===== config.mk =====
export PLATFORM = sky130hd
export DESIGN_NAME = esi_manifest_mmio_reader
export DESIGN_NICKNAME = d
export VERILOG_FILES = /design/src/rtl/esi_manifest_pkg.sv /design/src/rtl/esi_manifest_word_sel.sv /design/src/rtl/esi_manifest_mmio_reader.sv
export SDC_FILE = /design/constraint.sdc
export NUM_CORES = 1
export LEC_CHECK = 0
export CAP_MARGIN = 20
export CORE_MARGIN = 10
export CORE_UTILIZATION = 41
export DETAILED_ROUTE_END_ITERATION = 12
export PLACE_DENSITY_LB_ADDON = 0.3
export SLEW_MARGIN = 25
export SYNTH_ARGS = -nofsm -noshare
export SYNTH_HDL_FRONTEND = slang
export SYNTH_SLANG_ARGS = --single-unit

===== constraint.sdc =====
create_clock -name clk -period 1.6 [get_ports clk]
set_input_delay 0.16 -clock clk [delete_from_list [all_inputs] [get_ports clk]]
set_output_delay 0.16 -clock clk [all_outputs]
set_load 0.02 [all_outputs]

===== src/rtl/esi_manifest_pkg.sv =====
// Shared constants and helpers for the ESI manifest MMIO reader.
// Latency: n/a (declarations only).
// Backpressure: n/a.
package esi_manifest_pkg;

  // Header word layout.
  localparam int unsigned SIZE_LSB    = 0;
  localparam int unsigned VERSION_LSB = 32;

  // Bytes per 64-bit MMIO word.
  localparam int unsigned WORD_BYTES  = 8;

  // Number of data words needed to carry 'size' manifest bytes.
  function automatic int unsigned num_words(input int unsigned size);
    return (size + WORD_BYTES - 1) / WORD_BYTES;
  endfunction

endpackage


===== src/rtl/esi_manifest_word_sel.sv =====
// Maps a word index to the header word or a zero-padded manifest data word.
// Latency: purely combinational.
// Backpressure: none; the caller owns all handshaking.
module esi_manifest_word_sel
  import esi_manifest_pkg::*;
#(
  parameter int unsigned COMPRESSED_MANIFEST_SIZE = 1,
  parameter int unsigned ESI_VERSION              = 1,
  parameter int unsigned IDX_WIDTH                = 29
) (
  input  logic [IDX_WIDTH-1:0]                      idx,
  input  logic [COMPRESSED_MANIFEST_SIZE-1:0][7:0]  compressed_manifest,
  output logic [63:0]                               word,
  output logic                                      range_err
);

  localparam int unsigned NUM_WORDS = num_words(COMPRESSED_MANIFEST_SIZE);
  // Select width for the data-word table; the table is rounded up to a power
  // of two so every select value addresses a real (possibly zero) entry.
  localparam int unsigned SEL_WIDTH = (NUM_WORDS > 1) ? $clog2(NUM_WORDS) : 1;
  localparam int unsigned TBL_WORDS = 1 << SEL_WIDTH;
  // Compare width wide enough for both the full index and NUM_WORDS, so a
  // large address can never wrap into the valid range.
  localparam int unsigned CMP_WIDTH = (IDX_WIDTH > 63) ? IDX_WIDTH + 1 : 64;

  logic [TBL_WORDS-1:0][63:0] words;
  logic [CMP_WIDTH-1:0]       idx_ext;
  logic [CMP_WIDTH-1:0]       num_words_ext;
  logic [SEL_WIDTH-1:0]       sel;

  // Lay the manifest bytes out little-endian inside each word, zero past the end.
  for (genvar b = 0; b < TBL_WORDS * WORD_BYTES; b++) begin : g_byte
    if (b < COMPRESSED_MANIFEST_SIZE) begin : g_live
      assign words[b / WORD_BYTES][8 * (b % WORD_BYTES) +: 8] = compressed_manifest[b];
    end else begin : g_pad
      assign words[b / WORD_BYTES][8 * (b % WORD_BYTES) +: 8] = 8'h00;
    end
  end

  assign idx_ext       = CMP_WIDTH'(idx);
  assign num_words_ext = CMP_WIDTH'(NUM_WORDS);
  assign range_err     = (idx_ext > num_words_ext);
  // Data word k lives at table entry k-1; only meaningful when 1 <= idx <= NUM_WORDS.
  assign sel           = SEL_WIDTH'(idx_ext - CMP_WIDTH'(1));

  // Header at index 0, data words after it, zero for anything out of range.
  always_comb begin
    word = '0;
    if (idx_ext == '0) begin
      word[SIZE_LSB +: 32]    = 32'(COMPRESSED_MANIFEST_SIZE);
      word[VERSION_LSB +: 32] = 32'(ESI_VERSION);
    end else if (!range_err) begin
      word = words[sel];
    end
  end

endmodule


===== src/rtl/esi_manifest_mmio_reader.sv =====
// Serves the compressed ESI manifest over a 64-bit MMIO read channel.
// Latency: 2-stage pipeline; response valid the cycle after the edge following accept.
// Backpressure: response holds under !resp_ready; s1 absorbs one more request, then req_ready drops.
module esi_manifest_mmio_reader
  import esi_manifest_pkg::*;
#(
  parameter int unsigned COMPRESSED_MANIFEST_SIZE = 1,
  parameter int unsigned ESI_VERSION              = 1,
  parameter int unsigned ADDR_WIDTH               = 32
) (
  input  logic                                      clk,
  input  logic                                      rst,
  input  logic [COMPRESSED_MANIFEST_SIZE-1:0][7:0]  compressed_manifest,
  input  logic                                      req_valid,
  output logic                                      req_ready,
  input  logic [ADDR_WIDTH-1:0]                     req_addr,
  output logic                                      resp_valid,
  input  logic                                      resp_ready,
  output logic [63:0]                               resp_data,
  output logic                                      resp_error
);

  localparam int unsigned IDX_WIDTH = ADDR_WIDTH - 3;

  logic                 s1_valid;
  logic [IDX_WIDTH-1:0] s1_idx;
  logic                 s1_misaligned;
  logic                 s2_load;
  logic                 req_fire;
  logic [63:0]          sel_word;
  logic                 sel_range_err;
  logic                 s1_err;

  esi_manifest_word_sel #(
    .COMPRESSED_MANIFEST_SIZE (COMPRESSED_MANIFEST_SIZE),
    .ESI_VERSION              (ESI_VERSION),
    .IDX_WIDTH                (IDX_WIDTH)
  ) u_word_sel (
    .idx                 (s1_idx),
    .compressed_manifest (compressed_manifest),
    .word                (sel_word),
    .range_err           (sel_range_err)
  );

  // Stage 2 advances when it is empty or its current word is being consumed.
  // req_ready therefore has a combinational path from resp_ready, never from req_valid.
  assign s2_load   = s1_valid && (!resp_valid || resp_ready);
  assign req_ready = !s1_valid || s2_load;
  assign req_fire  = req_valid && req_ready;
  assign s1_err    = s1_misaligned || sel_range_err;

  // Stage 1: capture the word index and alignment error of each accepted request.
  always_ff @(posedge clk or posedge rst) begin
    if (rst) begin
      s1_valid      <= 1'b0;
      s1_idx        <= '0;
      s1_misaligned <= 1'b0;
    end else if (req_fire) begin
      s1_valid      <= 1'b1;
      s1_idx        <= req_addr[ADDR_WIDTH-1:3];
      s1_misaligned <= |req_addr[2:0];
    end else if (s2_load) begin
      s1_valid      <= 1'b0;
    end
  end

  // Stage 2: response register; reload wins over handshake clear so there is no bubble.
  always_ff @(posedge clk or posedge rst) begin
    if (rst) begin
      resp_valid <= 1'b0;
      resp_data  <= '0;
      resp_error <= 1'b0;
    end else if (s2_load) begin
      resp_valid <= 1'b1;
      resp_data  <= s1_err ? 64'h0 : sel_word;
      resp_error <= s1_err;
    end else if (resp_valid && resp_ready) begin
      resp_valid <= 1'b0;
    end
  end

endmodule


==> flow_results.org, run 1 <==
** Die
- Area enclosed by the die boundary :: 0.00893 mm^2
- Once the floorplan was initialized, standard cells occupied 41.8% of the core.
- Placement Rows :: 27
- Die width :: 94.5 um
- After floorplanning, the core was sized to cover 0.00544 mm^2.
- Num ports :: 111
- Measured along the y axis, the die boundary spans 94.5 um.

** Yosys
- The cell area that synthesis handed to floorplanning was 0.00228 mm^2.
- Yosys mapped the design onto 25 distinct sky130hd cell types.
- In this run the biggest area consumer among cell types represents 46.2% of the synthesized area.
- Yosys attributes the largest share of cell area to sky130_fd_sc_hd__dfrtp_1 46%, sky130_fd_sc_hd__buf_4 18%, sky130_fd_sc_hd__mux2_2 14%, sky130_fd_sc_hd__nor4_4 4.7%, sky130_fd_sc_hd__o31ai_1 2.3%.
- Sequential cell area fraction in the yosys report :: 46.2%
- Syn Inst Count :: 183
- Dividing the synthesized area by the synthesized cell count gives 12.4 um^2.
- The biggest area contributor in the post-synthesis netlist is sky130_fd_sc_hd__dfrtp_1.
- Number of register bits inferred by synthesis :: 42
- During synthesis, Yosys emitted a total of 0 warnings.

** Placement
- Estimated wirelength of the detail-placed design :: 3.83 mm
- During placement, the flow inserted port buffers numbering 55.
- Placed cells :: 311
- Instance area after placement :: 0.00274 mm^2
- Routability congestion estimate from global placement :: 0.763

** Layout
- Nets :: 290
- The repair_antennas step left the layout with diodes totalling 0.
- Summing all multi-input logic gate instances after layout gives 966 um^2.
- Sequential cell area :: 0.00105 mm^2
- Filler-free cell count of the finished design :: 319
- The layout has 514 filler cells.
- Post-route design area :: 0.00288 mm^2
- Relative to the synthesized area, the layout overhead comes to 26.5%.
- Share of cells above drive strength 1 :: 22.7%

** STA
- Between clock sinks in the finished design, the worst skew comes to 0.00653 ns.
- Final Hold Violating Endpoints :: 0
- Max-slew violations :: 0
- The worst path uses 93.6% of the clock period.
- Maximum frequency from static timing analysis :: 668 MHz
- Final Critical Period :: 1.50 ns
- Unrepaired setup endpoints after global routing :: false
- Fin Hold WS :: 0.203 ns
- Finish-stage setup viols :: 0
- Aggregate negative setup slack :: 0 ns

** GRT
- The number of antenna violations at the first check in global routing was 0.
- The first global-routing pass estimated 7.20 mm of wire.
- Total overflow reported by the global router :: 0
- The via count of the first global-routing pass was 1,449.
- For this run, the total global-route usage over all layers was measured as 10.0%.
- Largest net degree at the start of global routing :: 30

** Detailed routing
- After detailed routing, the number of vias per cell comes to 4.41.
- DRC violations left :: 0
- The first routing iteration left 58 violations.
- Number of nets with antenna violations after detailed routing :: 0
- Wire length per cell after detailed routing :: 14.8 um
- Across all layers, the routed design uses 1,406 vias.
- The first TritonRoute pass finished after 4 iterations.
- Wires add up to 4.73 mm.

** Critical path
- STA classifies the critical path endpoint as an output port.
- For flop-to-flop paths, the worst setup slack is 0.15 ns.
- Of all nets on the critical path, the largest fanout is 4.
- Startpoint type of the worst setup path :: flip-flop
- Stage delay of the slowest cell on the critical path :: 0.64 ns
- The slowest stage of the critical path belongs to the cell sky130_fd_sc_hd__clkdlybuf4s50_1.
- Grouping stages by cell kind, the critical path spends the most delay in buffers and inverters.
- Critical path class :: reg2out
- Traced cell by cell, the critical path runs through clkdlybuf4s50_1.
- Crit path arrival time :: 1.34 ns
- Buffers and inverters on the worst path :: 1
- Required time at the worst-slack endpoint :: 1.44 ns

** Clock tree
- Total clock sinks :: 42
- The later pin in the worst-skew pair is clocked with a latency of 0.29 ns.
- TritonCTS built the clock tree.
- Hold_buf cts :: 0
- Maximum count of clock buffers along a single path :: 2
- In this run the number of H-tree levels came out at 2.
- The cell sitting at the root of the clock tree is a sky130_fd_sc_hd__clkbuf_8.
- Total clock buffers created by CTS :: 5
- Clock-pin slew was measured on the worst setup and hold paths at 0.08 ns.

** Status
- Result of the run :: completed

** Power and ir drop
- Leakage :: 1.25 nW
- For this design the ratio of total power to cell area is 979 mW/mm^2.
- Largest vdd supply drop :: 0.585 mV
- Overall power consumption after layout is estimated at 2.82 mW.

** Worst hold path
- The path class of the tightest hold or removal check is in2async.

** Flow run
- Max-capacitance violation count :: 0
==> per-layer routing <==
metal | up-vias | part of all wire, % | global-route usage, % | wire length (um)
met5 | - | 0 | 0 | 0
met4 | 0 | 1.1 | 3.62 | 51
met3 | 7 | 14 | 5.08 | 675
met2 | 70 | 47 | 16.5 | 2240
met1 | 671 | 37 | 10.9 | 1760
li1 | 658 | - | - | -
==> metrics by stage <==
step	setup WS, ns	utilization [%]
2_1_floorplan	0.0890	-
3_3_place_gp	0.0350	50.3
6_report	0.103	52.9
3_5_place_dp	0.0156	50.3
4_1_cts	0.0868	52.9
5_1_grt	0.00869	52.9
==> layout make-up <==
| cell class | count | share of cell area [%] |
|---|---|---|
| clock buffers | 6 | 2.87 |
| inverters | 2 | 0.261 |
| well taps | 72 | 3.13 |
| clock inverters | 2 | 2.09 |
| repair buffers | 63 | 21.6 |
| multi-input cells | 132 | 33.6 |
| flip-flops and latches | 42 | 36.5 |
==> state kept, by name, indices dropped and copies added (netlist names) <==
signal         flops
resp_data          9
resp_error         1
resp_valid         1
s1_idx            29
s1_misaligned      1
s1_valid           1
==> cell usage in the layout (no fill, tap or decap) <==
| master | instances |
|---|---|
| sky130_fd_sc_hd__conb_1 | 55 |
| sky130_fd_sc_hd__clkdlybuf4s50_1 | 54 |
| sky130_fd_sc_hd__dfrtp_1 | 42 |
| sky130_fd_sc_hd__mux2_2 | 29 |
| sky130_fd_sc_hd__o21ai_0 | 9 |
| sky130_fd_sc_hd__nand4_1 | 7 |
| sky130_fd_sc_hd__o31ai_1 | 7 |
| sky130_fd_sc_hd__buf_4 | 7 |
| sky130_fd_sc_hd__clkbuf_8 | 6 |
| sky130_fd_sc_hd__nor4_4 | 5 |
| sky130_fd_sc_hd__nand2_1 | 3 |
| sky130_fd_sc_hd__nand2b_1 | 2 |
| sky130_fd_sc_hd__nand4_4 | 2 |
| sky130_fd_sc_hd__nor3_1 | 2 |
| sky130_fd_sc_hd__nor2b_1 | 2 |
| sky130_fd_sc_hd__o41ai_2 | 2 |
| sky130_fd_sc_hd__bufinv_16 | 2 |
| sky130_fd_sc_hd__nand3b_4 | 1 |
| sky130_fd_sc_hd__nor2_1 | 1 |
| sky130_fd_sc_hd__nor4_2 | 1 |
| sky130_fd_sc_hd__inv_1 | 1 |
| sky130_fd_sc_hd__clkinv_1 | 1 |
| sky130_fd_sc_hd__a21o_1 | 1 |
| sky130_fd_sc_hd__o31a_1 | 1 |
| sky130_fd_sc_hd__a21oi_1 | 1 |
| sky130_fd_sc_hd__a31oi_1 | 1 |
| sky130_fd_sc_hd__dlygate4sd2_1 | 1 |
| sky130_fd_sc_hd__buf_12 | 1 |
==> path summary, 6_finish.rpt <==
path / cells after the start / to / from
max: 1 / resp_valid / resp_valid$_DFFE_PP0P_
min: 3 / s1_idx[19]$_DFFE_PP0P_ / rst
max reg2reg: 3 / resp_data[0]$_DFFE_PP0P_ / s1_idx[10]$_DFFE_PP0P_
max in group asynchronous: 3 / resp_valid$_DFFE_PP0P_ / rst
min in group clk: 3 / resp_data[7]$_DFFE_PP0P_ / compressed_manifest[7]
min reg2reg: 2 / resp_data[4]$_DFFE_PP0P_ / resp_data[4]$_DFFE_PP0P_
==> synthesized netlist by cell type (all sizes together) <==
| cell | n |
|---|---|
| a21o | 1 |
| a21oi | 1 |
| a31oi | 1 |
| buf | 61 |
| conb | 1 |
| dfrtp | 42 |
| inv | 2 |
| mux2 | 29 |
| nand2 | 3 |
| nand2b | 2 |
| nand3b | 1 |
| nand4 | 9 |
| nor2 | 1 |
| nor2b | 2 |
| nor3 | 2 |
| nor4 | 6 |
| o21ai | 9 |
| o31a | 1 |
| o31ai | 7 |
| o41ai | 2 |
==> power by group <==
group / switching [mW] / internal [mW] / total (mW)
clock network: 0.363 / 0.666 / 1.03
logic: 0.256 / 0.246 / 0.502
registers: 0.112 / 1.18 / 1.29
total: 0.731 / 2.09 / 2.82
==> logic make-up after synthesis <==
kind of cell	synth area share (%)
multiplexers	14.3
buffers and inverters	20.3
AO/OA/AOI/OAI	6.93
AND/OR/NAND/NOR	12.1
flip-flops	46.2
other	0.165
==> timing repair <==
action,4_1_cts,5_1_grt
gates resized for setup,1,0
setup endpoints to repair,1,0
setup buffers,0,0
No activity file was read; power rests on OpenSTA's default activity.
==> inputs of run 2 (changes only) <==
--- a/config.mk
+++ b/config.mk
@@ -6,8 +6,10 @@
 export NUM_CORES = 1
 export LEC_CHECK = 0
 export CAP_MARGIN = 20
+export CELL_PAD_IN_SITES_DETAIL_PLACEMENT = 1
+export CELL_PAD_IN_SITES_GLOBAL_PLACEMENT = 1
 export CORE_MARGIN = 10
-export CORE_UTILIZATION = 41
+export CORE_UTILIZATION = 31
 export DETAILED_ROUTE_END_ITERATION = 12
 export PLACE_DENSITY_LB_ADDON = 0.3
 export SLEW_MARGIN = 25
==> run 2 against run 1 <==
  * Via count up 0.50%
  * Core utilization decreased by 13 points
  * Wire length increased by 9.9%
  * Combinational power up 1%
  * Maximum frequency down 1.4%
  * Clock power down 38%
  * Global-route usage is 0.97 points lower
  * Final cell count rose by 8.2%
  * Register-to-register slack about the same
  * Sequential share of layout area is 0.42 points higher
  * Die area is 25% higher
  * Non-clock buffer count is the same
==> flow_results.org, run 2 (synthesized netlist as in run 1, its figures left out) <==
** Detailed routing
- Detailed Route WL :: 5.19 mm
- Using the TritonRoute via totals, the vias-per-cell ratio works out to 4.10.
- Total via count after detailed routing :: 1,413
- Number of nets with antenna violations after detailed routing :: 0
- Dividing the detail-routed wire length by the instance count gives 15.1 um.
- The first routing iteration left 18 violations.
- Before antenna repair, the detailed router went through 4 iterations.
- DRC violations left :: 0

** Layout
- The largest registers in the layout are s1_idx (29), resp_data (9).
- Highest-count cells in the layout ignoring fill and taps :: 55 x sky130_fd_sc_hd__conb_1, 54 x sky130_fd_sc_hd__clkdlybuf4s50_1, 42 x sky130_fd_sc_hd__dfrtp_1
- The number of antenna diodes in the final layout is 0.
- Summing all non-filler instances in the final layout gives an area of 0.00285 mm^2.
- Counting the fill cells in the layout gives 829.
- Nets :: 290
- Flip-flop count of the largest register after layout :: 29
- Share of cells above drive strength 1 :: 21.5%
- The area growth from synthesis to layout is 25.1%.
- More flip-flops sit in one register than any other, and that register is s1_idx.
- Leaving out fill and tap cells, the most frequent cell in the layout is sky130_fd_sc_hd__conb_1.

** STA
- Final Hold Violating Endpoints :: 0
- On the final layout, the worst hold slack is 0.209 ns.
- Aggregate negative setup slack :: 0 ns
- Share of the clock period used by the worst path :: 94.9%
- Post-route clock skew :: 0.00335 ns
- Derived from the worst setup path, the maximum achievable clock frequency is 659 MHz.
- Setup violations remaining at the end of the flow were counted as 0.
- Unrepaired setup endpoints after global routing :: false
- Max-slew violations :: 0
- Final Critical Period :: 1.52 ns

** Placement
- Estimated wirelength of the detail-placed design :: 4.19 mm
- At the end of routability-driven placement, the weighted congestion stood at 0.688.
- Quantity of I/O buffers inserted on ports :: 55
- After detailed placement, the total cell area comes to 0.00277 mm^2.

** Clock tree
- The H-tree was split into 2 levels.
- Maximum count of clock buffers along a single path :: 2
- Total clock sinks :: 42
- In this run, CTS created clock tree buffers numbering 5.
- At the later pin of the worst-skew pair, clock insertion delay measures 0.28 ns.
- Post-CTS Setup Bufs :: 0
- Hold_buf cts :: 0
- TritonCTS clock tree :: done
- Clock tree synthesis selected as its root buffer the cell sky130_fd_sc_hd__clkbuf_8.
- Post-cts gate resize count :: 1
- Clock-pin slew reported for the worst setup and hold paths after clock tree synthesis :: 0.08 ns

** Die
- Num ports :: 111
- From left edge to right edge, the die measures 106 um.
- The floorplan step defined a core boundary enclosing 0.00721 mm^2.
- The die covers 0.0112 mm^2.
- The initial utilization of the core area, before any placement, comes to 31.5%.
- Placement Rows :: 31
- In this run the vertical extent of the chip is 106 um.

** GRT
- The first global-routing pass estimated 8.31 mm of wire.
- Number of antenna violations at the first check in global routing :: 0
- Entering global routing, the biggest net connects 30 pins.
- Global routing used 9.03% of the available tracks.
- Total overflow reported by the global router :: 0
- Number of global-route vias before repair :: 1,625

** Critical path
- Setup slack on the worst reg-to-reg path comes out at 0.16 ns.
- Buffers and inverters on the worst path :: 1
- Cell chain of the critical path :: clkdlybuf4s50_1
- Stage delay of the slowest cell on the critical path :: 0.64 ns
- Category of cells accounting for the largest share of critical-path delay :: buffers and inverters
- Worst reg2reg path endpoint :: resp_data[0]$_DFFE_PP0P_
- Crit path arrival time :: 1.36 ns
- Among all stages on the critical path, the largest delay is contributed by sky130_fd_sc_hd__clkdlybuf4s50_1.
- Required time at the worst-slack endpoint :: 1.44 ns
- Critical path class :: reg2out
- In this run the critical register-to-register path is launched from s1_idx[24]$_DFFE_PP0P_.
- Of all nets on the critical path, the largest fanout is 4.
- The worst setup path is launched from a flip-flop.
- Measured in cells, the most critical reg-to-reg path has a length of 3.
- Crit path capture type :: output port

** Status
- Result of the run :: completed

** Power and ir drop
- Summed over all cells, the static leakage comes to 1.22 nW.
- IR analysis of the VDD net gives a maximum drop of 0.305 mV.
- For this design the ratio of total power to cell area is 856 mW/mm^2.
- Power comes to 2.44 mW.

** Flow run
- Max-capacitance violation count :: 0

** Worst hold path
- Worst Hold Class :: in2async
## run 2: power breakdown
group,leakage (nW),switching [mW],internal [mW]
Sequential,0.504,0.114,1.18
Clock,0.0383,0.337,0.301
Combinational,0.676,0.259,0.248
## run 2: layout make-up
| class | count | area (um^2) | share of cell area (%) |
|---|---|---|---|
| timing repair buffer | 63 | 622 | 21.8 |
| multi-input combinational | 132 | 966 | 33.9 |
| inverter | 2 | 7.51 | 0.264 |
| tap | 99 | 124 | 4.35 |
| sequential | 42 | 1050 | 36.9 |
| clock buffer | 7 | 76.3 | 2.68 |
## run 2: how the worst max path moves through the flow
stage,from,endpoint,depth (start not counted)
final,resp_valid$_DFFE_PP0P_,resp_valid,1
after CTS,resp_valid$_DFFE_PP0P_,resp_valid,1
after global placement,resp_ready,s1_idx[15]$_DFFE_PP0P_,5
after detailed placement,resp_ready,s1_idx[7]$_DFFE_PP0P_,5
after global routing,resp_valid$_DFFE_PP0P_,resp_valid,1
after floorplan,resp_valid$_DFFE_PP0P_,s1_idx[10]$_DFFE_PP0P_,5
## run 2: stage by stage
step / worst slack [ns] / instances / util (%)
final: 0.0815 / 345 / 39.5
after global routing: 0.00450 / 345 / 39.5
after CTS: 0.0558 / 345 / 39.5
after detailed placement: -0.0151 / 338 / 38.4
after global placement: 0.0277 / 338 / 38.4
after floorplan: 0.0890 / 237 / -
## run 2: routing by layer
| layer | vias up | global-route usage (%) | part of all wire, % |
|---|---|---|---|
| met1 | 692 | 10.1 | 41 |
| met3 | 0 | 4.02 | 8.2 |
| met5 | - | 0 | 0 |
| li1 | 658 | - | - |
| met2 | 63 | 15.1 | 51 |
| met4 | 0 | 2.90 | 0 |
